## src/rtl/div_sequencer_pkg.sv

```systemverilog
// Shared types and constants for the RV32M divide/remainder sequencer.
package div_sequencer_pkg;

    // Divide-class operation carried from decode to execute.
    typedef enum logic [1:0] {
        OP_DIV  = 2'd0,
        OP_DIVU = 2'd1,
        OP_REM  = 2'd2,
        OP_REMU = 2'd3
    } div_op_type;

    // Sequencer states with a fixed encoding so older netlists and
    // waveform filters keep decoding the same values.
    typedef enum logic [1:0] {
        IDLE = 2'd0,
        CALC = 2'd1,
        DONE = 2'd2
    } div_state_type;

    localparam logic [31:0] DIV_BY_ZERO_Q = 32'hFFFF_FFFF;
    localparam logic [31:0] INT_MIN       = 32'h8000_0000;

    // Execute-stage control word; is_div/div_op drive start/op of the sequencer.
    typedef struct packed {
        logic       reg_write;
        logic [3:0] alu_op;
        logic       is_div;
        div_op_type div_op;
    } control_type;

    // DIV and REM treat operands as two's complement.
    function automatic logic is_signed_op(input logic [1:0] op);
        return ~op[0];
    endfunction

    // REM and REMU return the remainder instead of the quotient.
    function automatic logic is_rem_op(input logic [1:0] op);
        return op[1];
    endfunction

endpackage

```

## src/rtl/div_sequencer_step.sv

```systemverilog
// One radix-2 restoring division iteration: shift {rem,quo} left, trial
// subtract the divisor from the widened remainder, keep the difference and
// set the quotient bit when the subtraction did not borrow.
module div_sequencer_step #(
    parameter int XLEN = 32
) (
    input  logic [XLEN-1:0] rem,
    input  logic [XLEN-1:0] quo,
    input  logic [XLEN-1:0] divisor,
    output logic [XLEN-1:0] next_rem,
    output logic [XLEN-1:0] next_quo
);

    logic [XLEN:0] rem_shift;
    logic [XLEN:0] trial;
    logic          fits;

    // The shifted remainder is always below twice the divisor, so an
    // XLEN+1-bit difference is wide enough and its MSB is the borrow.
    always_comb begin
        rem_shift = {rem, quo[XLEN-1]};
        trial     = rem_shift - {1'b0, divisor};
        fits      = ~trial[XLEN];
        next_rem  = fits ? trial[XLEN-1:0] : rem_shift[XLEN-1:0];
        next_quo  = {quo[XLEN-2:0], fits};
    end

endmodule

```

## src/rtl/div_sequencer.sv

```systemverilog
// Multi-cycle RV32M DIV/DIVU/REM/REMU controller. Holds the pipeline while a
// 32-step restoring division runs, then presents the result for one cycle.
// Divide-by-zero and signed overflow skip the iterations.
module div_sequencer
    import div_sequencer_pkg::*;
#(
    parameter int XLEN = 32
) (
    input  logic            clk,
    input  logic            rst_n,
    input  logic            start,
    input  logic [1:0]      op,
    input  logic [XLEN-1:0] dividend,
    input  logic [XLEN-1:0] divisor,
    input  logic            flush,
    output logic            stall,
    output logic            busy,
    output logic            done,
    output logic [XLEN-1:0] result
);

    localparam int             CW       = 6;
    localparam logic [CW-1:0]  LAST     = CW'(XLEN - 1);
    localparam logic [XLEN-1:0] MIN_VAL = {1'b1, {(XLEN-1){1'b0}}};

    div_state_type   state_reg, state_next;
    logic [CW-1:0]   count_reg, count_next;
    logic [XLEN-1:0] rem_reg, rem_next;
    logic [XLEN-1:0] quo_reg, quo_next;
    logic [XLEN-1:0] divisor_abs_reg, divisor_abs_next;
    logic [1:0]      op_reg, op_next;
    logic            sign_a_reg, sign_a_next;
    logic            sign_b_reg, sign_b_next;
    logic [XLEN-1:0] result_reg, result_next;

    logic [XLEN-1:0] step_rem;
    logic [XLEN-1:0] step_quo;
    logic [XLEN-1:0] quo_fixed;
    logic [XLEN-1:0] rem_fixed;
    logic            req_signed;
    logic            req_sign_a;
    logic            req_sign_b;
    logic [XLEN-1:0] req_dividend_abs;
    logic [XLEN-1:0] req_divisor_abs;
    logic            req_div_zero;
    logic            req_overflow;

    div_sequencer_step #(
        .XLEN(XLEN)
    ) u_step (
        .rem      (rem_reg),
        .quo      (quo_reg),
        .divisor  (divisor_abs_reg),
        .next_rem (step_rem),
        .next_quo (step_quo)
    );

    // Decode the incoming request: operand signs, magnitudes and early-exit cases.
    always_comb begin
        req_signed       = is_signed_op(op);
        req_sign_a       = req_signed & dividend[XLEN-1];
        req_sign_b       = req_signed & divisor[XLEN-1];
        req_dividend_abs = req_sign_a ? (~dividend + 1'b1) : dividend;
        req_divisor_abs  = req_sign_b ? (~divisor + 1'b1) : divisor;
        req_div_zero     = (divisor == '0);
        req_overflow     = req_signed & (dividend == MIN_VAL) & (divisor == '1);
    end

    // Sign correction of the final iteration's quotient and remainder.
    always_comb begin
        quo_fixed = (is_signed_op(op_reg) & (sign_a_reg ^ sign_b_reg))
                    ? (~step_quo + 1'b1) : step_quo;
        rem_fixed = sign_a_reg ? (~step_rem + 1'b1) : step_rem;
    end

    // Next-state and datapath update; flush overrides everything else.
    always_comb begin
        state_next       = state_reg;
        count_next       = count_reg;
        rem_next         = rem_reg;
        quo_next         = quo_reg;
        divisor_abs_next = divisor_abs_reg;
        op_next          = op_reg;
        sign_a_next      = sign_a_reg;
        sign_b_next      = sign_b_reg;
        result_next      = result_reg;

        if (flush) begin
            state_next = IDLE;
        end else begin
            case (state_reg)
                IDLE: begin
                    if (start) begin
                        op_next          = op;
                        sign_a_next      = req_sign_a;
                        sign_b_next      = req_sign_b;
                        quo_next         = req_dividend_abs;
                        divisor_abs_next = req_divisor_abs;
                        rem_next         = '0;
                        count_next       = '0;
                        if (req_div_zero) begin
                            result_next = is_rem_op(op) ? dividend : '1;
                            state_next  = DONE;
                        end else if (req_overflow) begin
                            result_next = is_rem_op(op) ? '0 : MIN_VAL;
                            state_next  = DONE;
                        end else begin
                            state_next = CALC;
                        end
                    end
                end
                CALC: begin
                    rem_next   = step_rem;
                    quo_next   = step_quo;
                    count_next = count_reg + 1'b1;
                    if (count_reg == LAST) begin
                        result_next = is_rem_op(op_reg) ? rem_fixed : quo_fixed;
                        state_next  = DONE;
                    end
                end
                DONE: begin
                    // Same instruction is still in EX; do not re-accept start.
                    state_next = IDLE;
                end
                default: begin
                    state_next = IDLE;
                end
            endcase
        end
    end

    // State and datapath registers with asynchronous active-low reset.
    always_ff @(posedge clk or negedge rst_n) begin
        if (!rst_n) begin
            state_reg       <= IDLE;
            count_reg       <= '0;
            rem_reg         <= '0;
            quo_reg         <= '0;
            divisor_abs_reg <= '0;
            op_reg          <= '0;
            sign_a_reg      <= 1'b0;
            sign_b_reg      <= 1'b0;
            result_reg      <= '0;
        end else begin
            state_reg       <= state_next;
            count_reg       <= count_next;
            rem_reg         <= rem_next;
            quo_reg         <= quo_next;
            divisor_abs_reg <= divisor_abs_next;
            op_reg          <= op_next;
            sign_a_reg      <= sign_a_next;
            sign_b_reg      <= sign_b_next;
            result_reg      <= result_next;
        end
    end

    // Stall is combinational on the request in IDLE so the requesting
    // instruction is frozen in its first cycle; done/busy use state only.
    always_comb begin
        stall  = ((state_reg == IDLE) & start & ~flush) | (state_reg == CALC);
        busy   = (state_reg != IDLE);
        done   = (state_reg == DONE);
        result = result_reg;
    end

endmodule
```

## config.mk

```make
export PLATFORM = sky130hd
export DESIGN_NAME = div_sequencer
export DESIGN_NICKNAME = d
export VERILOG_FILES = /design/src/rtl/div_sequencer_pkg.sv /design/src/rtl/div_sequencer_step.sv /design/src/rtl/div_sequencer.sv
export SDC_FILE = /design/constraint.sdc
export NUM_CORES = 1
export LEC_CHECK = 0
export BUFFER_PORTS_ARGS = -buffer_cell sky130_fd_sc_hd__buf_2
export CAP_MARGIN = 25
export CORE_UTILIZATION = 60
export DETAILED_ROUTE_END_ITERATION = 8
export GPL_TIMING_DRIVEN = 1
export PLACE_DENSITY = 0.78
export SYNTH_ARGS = -nofsm -noshare
export SYNTH_HDL_FRONTEND = slang
export SYNTH_SLANG_ARGS = --single-unit
```

## constraint.sdc

```tcl
create_clock -name clk -period 4.9 [get_ports clk]
set_input_delay 0 -clock clk [delete_from_list [all_inputs] [get_ports clk]]
set_output_delay 0 -clock clk [all_outputs]
set_load 0.01 [all_outputs]
```

Yosys cells after proc, flatten, opt, wreduce, memory -nomap -nowiden

Cells that the tools add are included.

Bits in registers: 140
Bits of input ports: 70
Output and inout bits: 35

$add $sub $neg: 6
Eq/ne operators: 10
Muxes and demuxes: 25
Bitwise gates (word level): 17
Reduce and logical (&&, ||, !) cells: 8

Operators with widths:

| kind                                                             | count |
|---|---|
| 32-bit two-way mux                                               | 14 |
| 32-bit one-hot mux with 2 select lines                           | 3 |
| 32-bit by 1-bit adder with 32-bit output (second input constant) | 4 |
| 32-bit inverter                                                  | 4 |
| 32-bit == test (second input constant)                           | 2 |
| 33-bit by 32-bit subtractor with 33-bit output                   | 1 |
| 32-bit zero test                                                 | 1 |
| 6-bit one-hot mux with 2 select lines                            | 1 |
| 2-bit two-way mux                                                | 5 |
| 3-bit != test (second input constant)                            | 3 |
| 1-bit bitwise AND                                                | 7 |
| 6-bit by 1-bit adder with 6-bit output (second input constant)   | 1 |
| 6-bit by 5-bit == test with 1-bit output (second input constant) | 1 |
| 6-bit two-way mux                                                | 1 |
| 3-bit AND reduction                                              | 2 |
| 5-bit AND reduction                                              | 1 |
| 2-bit != test (second input constant)                            | 2 |
| 1-bit inverter                                                   | 4 |
| 2-bit one-hot mux with 2 select lines                            | 1 |
| 2-bit nonzero test                                               | 2 |
| 2-bit by 1-bit == test with 1-bit output (second input constant) | 1 |
| 2-bit == test (second input constant)                            | 1 |
| 2-bit zero test                                                  | 1 |
| 2-bit AND reduction                                              | 1 |
| 2 further kinds                                                  | 2 |

Logic depth before layout (Yosys ltp)

Depth in word-level cells: 8
Mapped depth: 24
Depth with buffers taken out: 22

Modules after synthesis

A second synthesis with hierarchy kept.

Cell total of the unflattened synthesis: 1491
Area total of the unflattened synthesis: 12124.1 um^2

By module, submodules not included:

| module             | instances | cells an instance | area each (um^2) |
|---|---|---|---|
| div_sequencer      | 1         | 1154              | 9525.4 |
| div_sequencer_step | 1         | 337               | 2598.7 |

Worst setup path after synthesis

OpenSTA, ideal clock, no wires.

Kind: reg-to-reg
Start: register quo_reg[31]
End: register result_reg[26] (netlist: result[26])
Setup time: 0.104 ns
Arrival: 4.399 ns
Setup slack: 0.397 ns
Cell stages (with the launch flop): 24
Path buffers: 2
Period minus slack after synthesis: 4.503 ns
Cells stage by stage: dfrtp_1 inv_1 ha_1 inv_1 fa_1 a211oi_2 o211a_1 nor4b_2 o2111a_1 o211a_4 inv_2 buf_6 buf_2 mux2i_1 ha_1 nand2_1 a221oi_1 o2111ai_1 nor2_1 nand4_1 a2111oi_2 or3_1 a21oi_1 o41ai_2

Cells in the longest elaborated chain, start to end: 8
Elaborated cells between the ends (all ways): 12
Classes of those cells: add/sub (3); mux (6); bitwise (3)

Ends and longest elaborated chain:

| item                                                               | line                                               | source |
|---|---|---|
| from (decl)                                                        | div_sequencer.sv:29                                | `logic [XLEN-1:0] quo_reg, quo_next;` |
| from (signal assigned)                                             | div_sequencer.sv:148                               | `quo_reg <= quo_next;` |
| 33-bit by 32-bit subtractor with 33-bit output                     | div_sequencer_step.sv:22                           | `trial = rem_shift - {1'b0, divisor};` |
| 32-bit two-way mux or 1-bit inverter (tied branches)               | div_sequencer_step.sv:24, div_sequencer_step.sv:23 |  |
| 32-bit inverter, on equally long branches                          | div_sequencer.sv:73, div_sequencer.sv:72           |  |
| 32-bit by 1-bit adder with 32-bit output, on equally long branches | div_sequencer.sv:73, div_sequencer.sv:72           |  |
| 32-bit two-way mux, on equally long branches                       | div_sequencer.sv:73, div_sequencer.sv:72           |  |
| 32-bit two-way mux *                                               | div_sequencer.sv:117                               | `result_next = is_rem_op(op_reg) ? rem_fixed : quo_fixed;` |
| 32-bit two-way mux *                                               | div_sequencer.sv:116                               | `if (count_reg == LAST) begin` |
| 32-bit one-hot mux with 2 select lines *                           | div_sequencer.sv:91                                | `case (state_reg)` |
| to (signal assigned)                                               | div_sequencer.sv:153                               | `result_reg <= result_next;` |
| to (decl)                                                          | div_sequencer.sv:34                                | `logic [XLEN-1:0] result_reg, result_next;` |

Every way passes the cells marked *; elsewhere a longest branch is shown, timed or not. The select of a mux whose other input is x is not followed.
A chain may end at the register's enable or synchronous reset.

Worst setup path after layout

Start: register divisor_abs_reg[4]
End: register result_reg[31] (netlist: result[31])

Cells in the longest elaborated chain, start to end: 8
Elaborated cells between the ends (all ways): 12
Classes of those cells: add/sub (3); mux (6); bitwise (3)

Ends and longest elaborated chain:

| item                                                               | line                                               | source |
|---|---|---|
| from (decl)                                                        | div_sequencer.sv:30                                | `logic [XLEN-1:0] divisor_abs_reg, divisor_abs_next;` |
| from (signal assigned)                                             | div_sequencer.sv:149                               | `divisor_abs_reg <= divisor_abs_next;` |
| 33-bit by 32-bit subtractor with 33-bit output *                   | div_sequencer_step.sv:22                           |  |
| 32-bit two-way mux or 1-bit inverter (tied branches)               | div_sequencer_step.sv:24, div_sequencer_step.sv:23 |  |
| 32-bit inverter, on equally long branches                          | div_sequencer.sv:73, div_sequencer.sv:72           |  |
| 32-bit by 1-bit adder with 32-bit output, on equally long branches | div_sequencer.sv:73, div_sequencer.sv:72           |  |
| 32-bit two-way mux, on equally long branches                       | div_sequencer.sv:73, div_sequencer.sv:72           |  |
| 32-bit two-way mux *                                               | div_sequencer.sv:117                               |  |
| 32-bit two-way mux *                                               | div_sequencer.sv:116                               |  |
| 32-bit one-hot mux with 2 select lines *                           | div_sequencer.sv:91                                |  |

Marked as above.

==> impl_results.md <==
- Clock Skews: approximately 0.020 ns
- Port Buffers: around 100
- CP Launch Type: flop
- RSZ-0062 raised after global routing: false
- TritonCTS clock tree: done
- Yosys reg bits: 140
- Initial antenna violation count: 0
- Status: completed
- H-tree levels: 4
- Root buffer cell: clkbuf_16
- Clock-pin slew on the worst setup and hold paths: 0.06 ns
- Share of cells above drive strength 1: 13.2%
- Slew Viols, Final: 0
- Fraction of registers with async set/reset: 100%
- Num rows: 51
- Worst Path Required: 5.18 ns
- Hold crit path type: primary input to flop
- Vias per cell: 6.43
- Top post-synthesis cells by area: dfrtp_1 (29%), o21ai_0 (7.4%), nand2_1 (6.1%)
- Unique cell type count in the Yosys netlist: 93
- Post-synth top area share: between 20% and 30%
- Sink Count: 140
- Top cells by count, synth: nand2_1 (197), o21ai_0 (178), nor2_1 (141)
- Skew-Pair Late Insertion Delay: 0.44 ns
- Die width: 144 µm
- PwrDens: 795 nW/µm²
- DR iter-0 viols: 1498
- Maximum vdd drop: 607 µV
- Crit. End Element: flop
- Worst-margin pin slew: 1.04 ns
- Vias in the first global route: 11500
- # IOs: 105
- Average wire per standard cell: 20.2 µm
- Relative slew slack: between 30% and 40%
- Die area: approximately 21000 µm²
- Avg Cell Area, Syn: 7.73 µm²
- Starting density of the core: 61.8%
- Final HPWL DP: around 29000 µm
- Synth Flop Type: dfrtp_1
- Syn Inst Count: approximately 1600
- Final critical-path required period: approximately 4.6 ns
- Fillers: 1653
- MaxCap Viol Count: 0
- # diodes: 0
- Core area: 19600 µm²
- First-pass GRT wire length: 60800 µm
- Synthesis-to-layout area growth: 13.4%
- Net count, final: ~1800
- Final clock period utilization by the worst path: 93.9%
- Arrival time at the worst endpoint: a little under 5 ns
- DRT antenna net count: 0
- Worst hold slack: roughly 0.004 ns
- Overall global routing resource usage: 38.5%
- Crit-path max FO: 68
- Design area: 13700 µm²
- Drt first pass iters: 6
- Most common cell in the synthesized netlist: nand2_1
- Syn Nets: 1675
- Setup-failing EPs final: 0
- YS warnings: 0
- Routed via count: 12400
- Synth area leader: dfrtp_1
- CTS max path bufs: 2
- Largest net degree at the start of global routing: 110
- Area of the multi-input gates: 7980 µm²
- Post-synthesis sequential area ratio: between 20% and 30%
- Crit Path Class: flop to flop
- Final Wtd Congestion: 0.945
- Final wirelength: 39000 µm
- Final Util: 70.1%
- Final hold vios: 0
- Number of synthesized flops with an enable pin: 0
- Die H: 144 µm
- Highest clock rate: ~220 MHz
- Post-Route Setup TNS: 0 ns
- CTS Buf Count: 17
- Leak: 5.91 nW
- Post-Syn Area: 12100 µm²
- Register area: 3500 µm²
- Post-DP Area: 12700 µm²
- DRC viols: 0
- Total gr overflow: 0
[layout by cell type (no fill, tap or decap), drive strengths merged, types with 12 or more instances in the layout]
cell type / n
nand3: 21
o211ai: 12
dlygate4sd3: 39
nor4: 26
o221ai: 17
or2: 12
inv: 65
o21ai: 194
o31ai: 15
buf: 124
dfrtp: 140
nor2b: 15
clkbuf: 18
nor3: 35
and2: 16
a31oi: 17
mux2i: 23
nor2: 142
or3: 17
nand4: 23
ha: 38
nand2: 197
xnor2: 61
a211oi: 19
a21o: 15
nand2b: 14
a21oi: 145
xor2: 71
[critical path: stages (launching register included)]
cell      delay [ns]
dfrtp_1         0.36
inv_1           0.07
ha_1            0.46
o211ai_1        0.20
o211a_1         0.27
nor4b_2         0.37
o2111a_1        0.26
o211a_4         0.19
buf_4           0.65
and4_4          0.39
a31oi_4         0.13
nor4_4          0.40
a41oi_1         0.19
xnor2_1         0.35
a211oi_1        0.13
[cell type report]
| class | instances | share of cell area [%] |
|---|---|---|
| Multi-Input combinational cell | 1278 | 58.1 |
| Sequential cell | 140 | 25.5 |
| Timing Repair Buffer | 163 | 8.01 |
| Clock buffer | 18 | 3.20 |
| Tap cell | 265 | 2.41 |
| Inverter | 56 | 1.55 |
| Clock inverter | 14 | 1.22 |
[stage by stage]
| stage | setup WS [ns] | total power [mW] | instances |
|---|---|---|---|
| after floorplan | 0.397 | 7.49 | 1566 |
| after global placement | 0.345 | 9.13 | 1860 |
| after detailed placement | 0.160 | 9.24 | 1861 |
| after CTS | 0.113 | 10.7 | 1932 |
| after global routing | 0.0465 | 11.7 | 1934 |
| final | 0.298 | 10.9 | 1934 |
[logic make-up after synthesis]
group / count (synthesis) / share of synthesized area (%)
buffers and inverters: 148 / 5.64
AND/OR/NAND/NOR: 562 / 22.5
AO/OA/AOI/OAI: 514 / 26.7
XOR/XNOR: 132 / 9.55
flip-flops: 140 / 28.9
adder cells (fa/ha/maj): 39 / 4.09
multiplexers: 31 / 2.65
[metal layers]
layer  vias to the layer above  global-route usage, %  wire length, µm
met5                         -                      0                0
met4                         0                   13.3             1150
met3                        90                   9.07             3510
met2                       628                   59.9            17600
met1                      5887                   52.3            16800
li1                       5828                      -                -
[repair_timing]
action | CTS | global route
setup endpoints to repair | 0 | 11
gates resized for setup | 0 | 7
setup buffers | 0 | 1
hold buffers | 39 | 0
endpoints found under the hold margin | 145 | 0
[power by group]
part           leakage [nW]  internal (mW)  switching [mW]  total, mW
registers              1.82           1.64           0.555       2.19
clock network         0.293          0.782           0.587       1.37
logic                  3.79           2.70            4.66       7.36
[path summary, 6_finish.rpt]
| check | startpoint | end | slack (ns) | cells past startpoint |
|---|---|---|---|---|
| max | divisor_abs_reg[4] | result[31] | 0.30 | 14 |
| min | dividend[18] | result[18] | 0.004 | 3 |
| max reg2reg | divisor_abs_reg[4] | result[31] | 0.30 | 14 |
| min reg2reg | divisor_abs_reg[10] | divisor_abs_reg[10] | 0.48 | 2 |
| max in group asynchronous | rst_n | result[30] | 3.71 | 4 |
| min in group asynchronous | rst_n | divisor_abs_reg[18] | 0.05 | 2 |
(Power assumes the default switching activity.)
